[config.mk]
export PLATFORM = sky130hd
export DESIGN_NAME = spi_slave_rx_flat
export DESIGN_NICKNAME = d
export VERILOG_FILES = /design/src/rtl/spi_slave_rx_if.sv /design/src/rtl/spi_slave_rx.sv /design/src/flat_wrapper.sv
export SDC_FILE = /design/constraint.sdc
export NUM_CORES = 1
export LEC_CHECK = 0
export ABC_AREA = 1
export CAP_MARGIN = 20
export CORE_MARGIN = 2
export CORE_UTILIZATION = 30
export DETAILED_ROUTE_END_ITERATION = 8
export GPL_ROUTABILITY_DRIVEN = 0
export PLACE_DENSITY = 0.56
export RECOVER_POWER = 50
export SYNTH_ARGS = -nofsm -noshare
export SYNTH_HDL_FRONTEND = slang
export SYNTH_SLANG_ARGS = --single-unit
[constraint.sdc]
create_clock -name clk -period 2.1 [get_ports clk]
set_clock_uncertainty 0.2 [all_clocks]
set_input_delay 0.42 -clock clk [delete_from_list [all_inputs] [get_ports clk]]
set_output_delay 0.42 -clock clk [all_outputs]
set_load 0.01 [all_outputs]
[src/rtl/spi_slave_rx_if.sv]
`default_nettype none
// ----------------------------------------------------------------------------
// spi_slave_rx_if : SPI pins and parallel word interface of spi_slave_rx
// Rev 1.0
// ----------------------------------------------------------------------------
interface spi_slave_rx_if #(
  parameter int DATA_WIDTH = 16
);
  logic                  spi_CS;
  logic                  spi_sclk;
  logic                  spiData;
  logic [DATA_WIDTH-1:0] txData;
  logic                  spi_miso;
  logic [DATA_WIDTH-1:0] dataOut;
  logic                  dataValid;
  logic                  frameErr;
  logic                  busy;
  logic [4:0]            bitCount;

  modport slave (
    input  spi_CS, spi_sclk, spiData, txData,
    output spi_miso, dataOut, dataValid, frameErr, busy, bitCount
  );

  modport master (
    output spi_CS, spi_sclk, spiData, txData,
    input  spi_miso, dataOut, dataValid, frameErr, busy, bitCount
  );
endinterface
`default_nettype wire

[src/rtl/spi_slave_rx.sv]
`default_nettype none
// ----------------------------------------------------------------------------
// spi_slave_rx : oversampling mode-0 SPI slave, MSB-first, full duplex
// Rev 1.0
// ----------------------------------------------------------------------------
module spi_slave_rx #(
  parameter int DATA_WIDTH  = 16,
  parameter int SYNC_STAGES = 2
) (
  input  wire logic       clk,
  input  wire logic       reset,
  spi_slave_rx_if.slave   bus
);
  typedef enum logic [0:0] {
    IDLE  = 1'b0,
    SHIFT = 1'b1
  } state_t;

  state_t                  state_q;
  logic [SYNC_STAGES-1:0]  cs_sync_q;
  logic [SYNC_STAGES-1:0]  sclk_sync_q;
  logic [SYNC_STAGES-1:0]  data_sync_q;
  logic                    cs_prev_q;
  logic                    sclk_prev_q;
  logic [DATA_WIDTH-2:0]   rxShift_q;
  logic [DATA_WIDTH-1:0]   txShift_q;
  logic [DATA_WIDTH-1:0]   dataOut_q;
  logic                    dataValid_q;
  logic                    frameErr_q;
  logic                    busy_q;
  logic                    miso_q;
  logic                    reload_q;
  logic [4:0]              bitCount_q;
  logic [4:0]              bitCount_d;

  logic cs_s, sclk_s, data_s;
  logic cs_fall, cs_rise, sclk_rise, sclk_fall, last_bit;

  assign cs_s      = cs_sync_q[SYNC_STAGES-1];
  assign sclk_s    = sclk_sync_q[SYNC_STAGES-1];
  assign data_s    = data_sync_q[SYNC_STAGES-1];
  assign cs_fall   = cs_prev_q & ~cs_s;
  assign cs_rise   = ~cs_prev_q & cs_s;
  assign sclk_rise = ~sclk_prev_q & sclk_s;
  assign sclk_fall = sclk_prev_q & ~sclk_s;
  assign last_bit  = (bitCount_q == 5'(DATA_WIDTH-1));
  assign bitCount_d = bitCount_q + 5'd1;

  always_ff @(posedge clk or negedge reset) begin
    if (!reset) begin
      cs_sync_q   <= '1;
      sclk_sync_q <= '0;
      data_sync_q <= '0;
      cs_prev_q   <= 1'b1;
      sclk_prev_q <= 1'b0;
    end else begin
      cs_sync_q   <= {cs_sync_q[SYNC_STAGES-2:0], bus.spi_CS};
      sclk_sync_q <= {sclk_sync_q[SYNC_STAGES-2:0], bus.spi_sclk};
      data_sync_q <= {data_sync_q[SYNC_STAGES-2:0], bus.spiData};
      cs_prev_q   <= cs_s;
      sclk_prev_q <= sclk_s;
    end
  end

  always_ff @(posedge clk or negedge reset) begin
    if (!reset) begin
      state_q     <= IDLE;
      rxShift_q   <= '0;
      txShift_q   <= '0;
      dataOut_q   <= '0;
      dataValid_q <= 1'b0;
      frameErr_q  <= 1'b0;
      busy_q      <= 1'b0;
      miso_q      <= 1'b0;
      reload_q    <= 1'b0;
      bitCount_q  <= '0;
    end else begin
      dataValid_q <= 1'b0;
      frameErr_q  <= 1'b0;
      case (state_q)
        IDLE: begin
          busy_q <= 1'b0;
          miso_q <= 1'b0;
          if (cs_fall) begin
            state_q    <= SHIFT;
            busy_q     <= 1'b1;
            txShift_q  <= bus.txData;
            miso_q     <= bus.txData[DATA_WIDTH-1];
            bitCount_q <= '0;
            reload_q   <= 1'b0;
          end
        end
        SHIFT: begin
          // CS release has priority over a coincident sclk rise.
          if (cs_rise) begin
            state_q    <= IDLE;
            busy_q     <= 1'b0;
            miso_q     <= 1'b0;
            frameErr_q <= (bitCount_q != 5'd0);
            bitCount_q <= '0;
            reload_q   <= 1'b0;
          end else if (sclk_rise) begin
            rxShift_q <= {rxShift_q[DATA_WIDTH-3:0], data_s};
            if (last_bit) begin
              dataOut_q   <= {rxShift_q, data_s};
              dataValid_q <= 1'b1;
              bitCount_q  <= '0;
              txShift_q   <= bus.txData;
              miso_q      <= bus.txData[DATA_WIDTH-1];
              reload_q    <= 1'b1;
            end else begin
              bitCount_q <= bitCount_d;
            end
          end else if (sclk_fall) begin
            // The reload already put the next word's MSB on MISO.
            if (reload_q) begin
              reload_q <= 1'b0;
            end else begin
              txShift_q <= txShift_q << 1;
              miso_q    <= txShift_q[DATA_WIDTH-2];
            end
          end
        end
        default: state_q <= IDLE;
      endcase
    end
  end

  assign bus.spi_miso  = miso_q;
  assign bus.dataOut   = dataOut_q;
  assign bus.dataValid = dataValid_q;
  assign bus.frameErr  = frameErr_q;
  assign bus.busy      = busy_q;
  assign bus.bitCount  = bitCount_q;
endmodule
`default_nettype wire
[src/flat_wrapper.sv]
// flat-port wrapper written by rule: the top's interface ports become plain ports
module spi_slave_rx_flat 
#(
  parameter int DATA_WIDTH  = 16,
  parameter int SYNC_STAGES = 2
)
  (clk, reset, bus_spi_CS, bus_spi_sclk, bus_spiData, bus_txData, bus_spi_miso, bus_dataOut, bus_dataValid, bus_frameErr, bus_busy, bus_bitCount);
  spi_slave_rx_if #(.DATA_WIDTH(DATA_WIDTH)) bus_i ();
  input  wire logic clk;
  input  wire logic reset;
  input wire logic [$bits(bus_i.spi_CS)-1:0] bus_spi_CS;
  input wire logic [$bits(bus_i.spi_sclk)-1:0] bus_spi_sclk;
  input wire logic [$bits(bus_i.spiData)-1:0] bus_spiData;
  input wire logic [$bits(bus_i.txData)-1:0] bus_txData;
  output wire logic [$bits(bus_i.spi_miso)-1:0] bus_spi_miso;
  output wire logic [$bits(bus_i.dataOut)-1:0] bus_dataOut;
  output wire logic [$bits(bus_i.dataValid)-1:0] bus_dataValid;
  output wire logic [$bits(bus_i.frameErr)-1:0] bus_frameErr;
  output wire logic [$bits(bus_i.busy)-1:0] bus_busy;
  output wire logic [$bits(bus_i.bitCount)-1:0] bus_bitCount;
  assign bus_i.spi_CS = bus_spi_CS;
  assign bus_i.spi_sclk = bus_spi_sclk;
  assign bus_i.spiData = bus_spiData;
  assign bus_i.txData = bus_txData;
  assign bus_spi_miso = bus_i.spi_miso;
  assign bus_dataOut = bus_i.dataOut;
  assign bus_dataValid = bus_i.dataValid;
  assign bus_frameErr = bus_i.frameErr;
  assign bus_busy = bus_i.busy;
  assign bus_bitCount = bus_i.bitCount;
  spi_slave_rx #(.DATA_WIDTH(DATA_WIDTH), .SYNC_STAGES(SYNC_STAGES)) u_core (.clk(clk), .reset(reset), .bus(bus_i));
endmodule
# ---- After elaboration in Yosys (flattened, before gate mapping)
# Index checks and enable logic that the tools add are counted.
dict set report totals {
  word_cells 80
  in_bits 21
  ff_bits 65
}
dict set report op_classes {
  eq_ne 11
  bitwise_logic 10
  muxes 36
  reduce_logical 7
  add_sub_neg 1
}
# op count
set op_table {}
lappend op_table {{$mux 15} 6}
lappend op_table {{$pmux 15 s2} 1}
lappend op_table {{$mux 1} 20}
lappend op_table {{$mux 5} 4}
lappend op_table {{$ne 3x3->1 const B} 4}
lappend op_table {{$ne 4x4->1 const B} 3}
lappend op_table {{$pmux 5 s2} 1}
lappend op_table {{$reduce_and 3->1} 3}
lappend op_table {{$pmux 1 s2} 4}
lappend op_table {{$not 1->1} 6}
lappend op_table {{$add 5x1->5 const B} 1}
lappend op_table {{$eq 5x4->1 const B} 1}
lappend op_table {{$reduce_and 5->1} 1}
lappend op_table {{$reduce_bool 5->1} 1}
lappend op_table {{$and 1x1->1} 4}
lappend op_table {{$ne 2x2->1 const B} 2}
lappend op_table {{$reduce_and 4->1} 1}
lappend op_table {{$ne 2x1->1 const B} 1}
lappend op_table {{$reduce_and 2->1} 1}

# ---- Longest topological paths before layout
# Gate-level depths: netlist (run 1).
dict set report depth {
  ltp_word 6
  ltp_mapped 10
  mapped_depth_nobuf 10
}

# ---- Worst setup path after synthesis (run 1)
# No wires, ideal clock.
dict set report synth_path {
  path_type {register -> register}
  start {reg u_core.sclk_prev_q}
  end {reg u_core.dataOut_q[14], in the netlist u_core.bus.dataOut[14]}
  stages_incl_launch_ff 9
  path_buffers 1
  t_required_ps 1782
  arrival_ps 1311
  setup_ps 118
  path_slack_ps 471
  path_cell_list {dfrtp_1 inv_1 ha_1 inv_2 nor2_4 nand2_2 buf_6 nand2_1 o21ai_2}
}
dict set report synth_via {
  elab_chain_len 3
}
# item line_no
set synth_rtl {}
lappend synth_rtl {{start: declaration} spi_slave_rx.sv:24} ;# logic sclk_prev_q;
lappend synth_rtl {{start signal: assignment} spi_slave_rx.sv:61} ;# sclk_prev_q <= sclk_s;
lappend synth_rtl {{$not 1->1} spi_slave_rx.sv:44} ;# assign sclk_rise = ~sclk_prev_q & sclk_s;
lappend synth_rtl {{$and 1x1->1} spi_slave_rx.sv:44}
lappend synth_rtl {{$reduce_and 4->1 (no line)} --}
lappend synth_rtl {{end signal: assignment} spi_slave_rx.sv:105} ;# dataOut_q <= {rxShift_q, data_s};
lappend synth_rtl {{end: declaration} spi_slave_rx.sv:27} ;# logic [DATA_WIDTH-1:0] dataOut_q;
# Every way passes these cells.
# A chain may end at the register's enable or synchronous reset.

# ---- Worst setup path in the final report (run 1)
dict set report layout_path {
  start {reg u_core.bitCount_q[2], in the netlist u_core.bus.bitCount[2]}
  end {out bus_bitCount[2]}
}
# item line_no
set layout_rtl {}
lappend layout_rtl {{start: declaration} spi_slave_rx.sv:33} ;# logic [4:0] bitCount_q;
lappend layout_rtl {{start signal: assignment} spi_slave_rx.sv:112} ;# bitCount_q <= bitCount_d;
lappend layout_rtl {{end: declaration} flat_wrapper.sv:20} ;# output wire logic [$bits(bus_i.bitCount)-1:0] bus_bitCount;
# No word-level cell between the ends.

==> results of run 1 <==
layout make-up:
| cell class | count | area [µm²] | area share (%) |
|---|---|---|---|
| Multi-Input combinational cell | 214 | 1062 | 28.81 |
| Timing Repair Buffer | 54 | 511.7 | 13.88 |
| Tap cell | 129 | 161.4 | 4.377 |
| Sequential cell | 65 | 1630 | 44.21 |
| Inverter | 30 | 115.1 | 3.122 |
| Clock buffer | 12 | 155.1 | 4.208 |
| Clock inverter | 4 | 51.30 | 1.391 |
state kept, by name (all words and copies together), names as in the netlist:
name                  count
u_core.bus.bitCount       5
u_core.bus.busy           1
u_core.bus.dataOut       16
u_core.bus.dataValid      1
u_core.bus.frameErr       1
u_core.bus.spi_miso       1
u_core.cs_prev_q          1
u_core.cs_sync_q          2
u_core.data_sync_q        2
u_core.reload_q           1
u_core.rxShift_q         15
u_core.sclk_prev_q        1
u_core.sclk_sync_q        2
u_core.state_q            1
u_core.txShift_q         15
metal layers:
layer	track usage [%]	wire length [µm]	part of all wire, %
met1	14.67	2668	47
met2	20.06	2733	48
met3	4.856	211	3.7
met4	4.821	66	1.2
met5	0	0	0
report_power, final:
part | internal (mW) | leakage [nW] | switching [mW]
clock network | 0.613 | 0.103 | 0.468
logic | 0.179 | 0.783 | 0.273
registers | 1.41 | 0.852 | 0.0937
how the worst max path moves through the flow:
stage | start | to | slack [ps] | cells past startpoint
after detailed placement | u_core.state_q | u_core.txShift_q[10] | 240 | 7
after floorplan | u_core.sclk_prev_q | u_core.bus.dataOut[14] | 470 | 8
final | u_core.bus.bitCount[2] | bus_bitCount[2] | 140 | 1
after global placement | u_core.sclk_prev_q | u_core.txShift_q[12] | 290 | 7
after global routing | u_core.cs_prev_q | u_core.rxShift_q[14] | 80 | 7
after CTS | u_core.bus.bitCount[2] | bus_bitCount[2] | 110 | 1
cell families (layout without fill, tap and decap cells):
| family | Yosys count | count (layout) | synth area share (%) |
|---|---|---|---|
| compound gates | 39 | 39 | 8.731 |
| fa+ha+maj | 3 | 3 | 1.290 |
| buf+inv | 43 | 100 | 7.355 |
| simple gates | 172 | 172 | 26.58 |
| flops | 65 | 65 | 56.04 |
stage by stage:
stage / setup WS [ps] / cells / hold slack [ps] / instance area (µm²)
finish: 142.1 / 508 / 163.4 / 3687
global route: 76.24 / 508 / 168.4 / 3687
CTS: 115.0 / 508 / 162.4 / 3706
detailed placement: 237.6 / 491 / 144.3 / 3490
global placement: 292.9 / 491 / 133.4 / 3490
floorplan: 470.9 / 322 / -75.59 / 2909
cells in the final DEF (no fill, tap or decap), drive strengths merged:
| cell | instances |
|---|---|
| nand2 | 134 |
| dfrtp | 62 |
| clkdlybuf4s50 | 41 |
| o21ai | 33 |
| inv | 30 |
| nand4 | 18 |
| clkbuf | 14 |
| nand3 | 10 |
| nor2 | 9 |
| buf | 7 |
| a21oi | 4 |
| dlygate4sd3 | 4 |
| ha | 3 |
| dfstp | 3 |
| clkinv | 2 |
| a311oi | 1 |
| nor3 | 1 |
| o21a | 1 |
| clkinvlp | 1 |
| bufinv | 1 |
repair_timing:
action | 4_1_cts | 5_1_grt
hold buffers | 1 | 0
buffers inserted | 0 | 0
hold endpoints to repair | 62 | 0
endpoints found under the setup margin | 0 | 0
==> flow_summary.json, run 1 <==
{
  "status": "finished, final reports clean",
  "area_delta_synth_final_pct": 26.75,
  "max-vdd-ir-drop_v": 0.0002681,
  "worstPathRequired_ps": 1480,
  "fin_setup_tns_ps": 0,
  "die_x_um": 102.5,
  "syn_area_per_cell_um2": 9.034,
  "grt.overflow.total": 0,
  "antenna_found_initial": 0,
  "grt_pass1_vias": 2244,
  "async_flop_share_pct": 100.0,
  "end_kind": "output pin",
  "synth-seq-cells": 65,
  "min_period_ps": 1958,
  "setup_viol": 0,
  "clockBufferDepth": 2,
  "row_count": 35,
  "hold_viol": 0,
  "synth_common_cells": "nand2_1, dfrtp_1, inv_1",
  "post-route-period-util_pct": 93.23,
  "nFillCells": 929,
  "hold_depth": 0,
  "hold_class": "flip-flop to flip-flop",
  "drv_cap": 0,
  "power.density_nw_per_um2": 823.5,
  "yosysSeqAreaShare_pct": 56.04,
  "drc": 0,
  "synth_ff_type": "dfrtp_1",
  "core_um2": 9328,
  "syn-instance-count": 322,
  "crit_type": "flip-flop to output pin",
  "synth_edf_count": 0,
  "dpl.hpwl_um": 3916,
  "die_y_um": 102.5,
  "grt_pass1_wl_um": 9963,
  "cts_resized": 0,
  "final_layout_size_suffix_gt1_share_pct": 14.51,
  "synth_most_common_cell": "nand2_1",
  "drt_iter0_markers": 120,
  "path_buf_inv": 1,
  "grt.total_usage_pct": 12.33,
  "fmax_mhz": 510.8,
  "hold_path_startpoint": "u_core.sclk_sync_q[0]",
  "critPathLaunchType": "flip-flop",
  "cp_slowest_stage_delay_ps": 570,
  "cp.arrival_ps": 1340,
  "drv_slew": 0,
  "wl_per_cell_um": 11.18,
  "timing.rr.start": "u_core.cs_prev_q",
  "rrSetupSlack_ps": 200,
  "critPathSlowestCell": "clkdlybuf4s50_1",
  "rsz0062_at_grt": "false",
  "nNetsFinal": 398,
  "cp_max_fo": 6,
  "ys_top_cells_by_area": "dfrtp_1, nand2_1, o21ai_2, nand4_1, o21ai_0",
  "avgViaCountPerCell": 4.378,
  "dieArea_um2": 10500,
  "antenna_left": 0,
  "cts_buffers": 9,
  "h-tree-depth": 3,
  "tightest_slew_ps": 854.4,
  "rr_worst_depth": 7,
  "holdPathEnd": "u_core.sclk_sync_q[1]",
  "netlist.top_cell.by_area": "dfrtp_1",
  "maxSlewHeadroom_pct": 43.04,
  "critPathTopFamily": "buffers and inverters",
  "synth_cell_types": 28,
  "synthesis.nets": 346,
  "worst_skew_pair.late_latency_ps": 340,
  "cts_tree": "built",
  "totalWireLength_um": 5680,
  "cellLeakagePower_nw": 1.737,
  "vias": 2224,
  "crit_chain": "clkdlybuf4s50_1",
  "io_pins": 46,
  "diodes": 0,
  "power_mw": 3.036,
  "final_util_pct": 39.53,
  "firstDrtPassIters": 4,
  "synth.cell_area_um2": 2909,
  "grt_max_degree": 66,
  "synth_top_area_share_pct": 53.33,
  "clockRootBuffer": "clkbuf_8",
  "rr_endpoint": "u_core.rxShift_q[14]",
  "clk_pin_slew_ps": 70,
  "port_buffers": 45,
  "yosys_warnings": 0,
  "cts_sinks": 65,
  "initial_core_util_pct": 31.19
}
No activity file was read; power rests on OpenSTA's default activity.
==> run 2, diff against run 1 <==
GPL_TIMING_DRIVEN = 0   (was default)
==> flow_summary.json, run 2 (synthesis gave the netlist of run 1 again) <==
{
  "hold_class": "flip-flop to flip-flop",
  "routed.top_layer": "met4",
  "hold_ws_ps": 152.9,
  "wl_met2_um": 2881,
  "grt_pass1_wl_um": 10600,
  "end_kind": "output pin",
  "dieArea_um2": 10500,
  "cp.arrival_ps": 1350,
  "cellLeakagePower_nw": 1.767,
  "die_x_um": 102.5,
  "mostFrequentLayoutCell": "nand2_1",
  "dpl_cell_area_um2": 3518,
  "tightest_slew_ps": 884.7,
  "io_pins": 46,
  "grt.total_usage_pct": 13.09,
  "die_y_um": 102.5,
  "largest_register_ffs": 16,
  "cts_resized": 0,
  "totalWireLength_um": 6252,
  "antenna_found_initial": 0,
  "initial_core_util_pct": 31.19,
  "antenna_left": 0,
  "crit_chain": "clkdlybuf4s50_1",
  "cts_tree": "built",
  "drv_cap": 0,
  "setup_ws_ps": 134.3,
  "worstPathRequired_ps": 1480,
  "port_buffers": 45,
  "final_layout_size_suffix_gt1_share_pct": 15.14,
  "critPathTopFamily": "buffers and inverters",
  "drc": 0,
  "clk_pin_slew_ps": 70,
  "diodes": 0,
  "crit_cells": 1,
  "crit_type": "flip-flop to output pin",
  "hold_depth": 0,
  "clockRootBuffer": "clkbuf_8",
  "dpl.hpwl_um": 4195,
  "wl_per_cell_um": 12.21,
  "cts_hold_buf": 1,
  "status": "finished, final reports clean",
  "drv_slew": 0,
  "final_area_um2": 3719,
  "route.met3.wl_um": 275,
  "rr_worst_depth": 6,
  "path_buf_inv": 1,
  "max-vdd-ir-drop_v": 0.0002532,
  "cp_max_fo": 6,
  "mostFrequentLayoutCells": "nand2_1, dfrtp_1, clkdlybuf4s50_1",
  "cts_sinks": 65,
  "final_util_pct": 39.87,
  "cts_setup_buffers": 0,
  "critPathSlowestCell": "clkdlybuf4s50_1",
  "grt.overflow.total": 0,
  "row_count": 35,
  "power.density_nw_per_um2": 817.0,
  "nNetsFinal": 403,
  "critPathLaunchType": "flip-flop",
  "avgViaCountPerCell": 4.445,
  "setup_viol": 0,
  "clockBufferDepth": 2,
  "core_um2": 9328,
  "post-route-period-util_pct": 93.61,
  "grt_max_degree": 66,
  "cp_slowest_stage_delay_ps": 570,
  "worst_skew_pair.late_latency_ps": 340,
  "firstDrtPassIters": 4,
  "area_delta_synth_final_pct": 27.83,
  "drt_iter0_markers": 91,
  "placed_cells": 496,
  "vias": 2276,
  "nFillCells": 969,
  "hold_viol": 0,
  "finalNonFillerCells": 512,
  "min_period_ps": 1966,
  "cts_buffers": 9,
  "dp_slack_ps": 224.6,
  "h-tree-depth": 3,
  "maxSlewHeadroom_pct": 41.02,
  "grt_pass1_vias": 2184,
  "fmax_mhz": 508.7,
  "rsz0062_at_grt": "false",
  "wl_met1_um": 3054
}
==> run 2: final timing paths <==
kind                                        start                     end  slack [ps]
setup / recovery           u_core.bus.bitCount[2]         bus_bitCount[2]         130
min in group asynchronous                   reset  u_core.bus.dataOut[11]         580
setup reg to reg           u_core.bus.bitCount[0]     u_core.txShift_q[6]         220
hold / removal              u_core.data_sync_q[0]   u_core.data_sync_q[1]         150
hold reg to reg             u_core.data_sync_q[0]   u_core.data_sync_q[1]         150
max in group asynchronous                   reset     u_core.bus.spi_miso         560
==> run 2: cell type report <==
type / instances / area [µm²] / area share [%]
Sequential cell: 65 / 1630 / 43.84
Multi-Input combinational cell: 214 / 1060 / 28.50
Timing Repair Buffer: 46 / 457.9 / 12.31
Tap cell: 129 / 161.4 / 4.341
Clock buffer: 12 / 155.1 / 4.172
Inverter: 30 / 115.1 / 3.096
Buffer: 13 / 98.84 / 2.658
Clock inverter: 3 / 40.04 / 1.077
==> run 2: through the flow <==
stage / power [mW] / setup TNS [ps]
floorplan: 1.819 / 0
finish: 3.038 / 0
global placement: 1.984 / -113500
global route: 3.217 / 0
detailed placement: 1.999 / 0
CTS: 3.083 / 0
==> run 2: where the power goes <==
part / total (mW) / switching (mW) / internal [mW]
clock: 1.07 / 0.467 / 0.603
sequential: 1.49 / 0.0849 / 1.41
combinational: 0.474 / 0.285 / 0.189
==> run 2: routing by layer <==
layer | vias up | global-route usage, %
met4 | 0 | 5.128
li1 | 1141 | -
met2 | 48 | 19.00
met3 | 2 | 4.104
met5 | - | 0
met1 | 1085 | 18.21
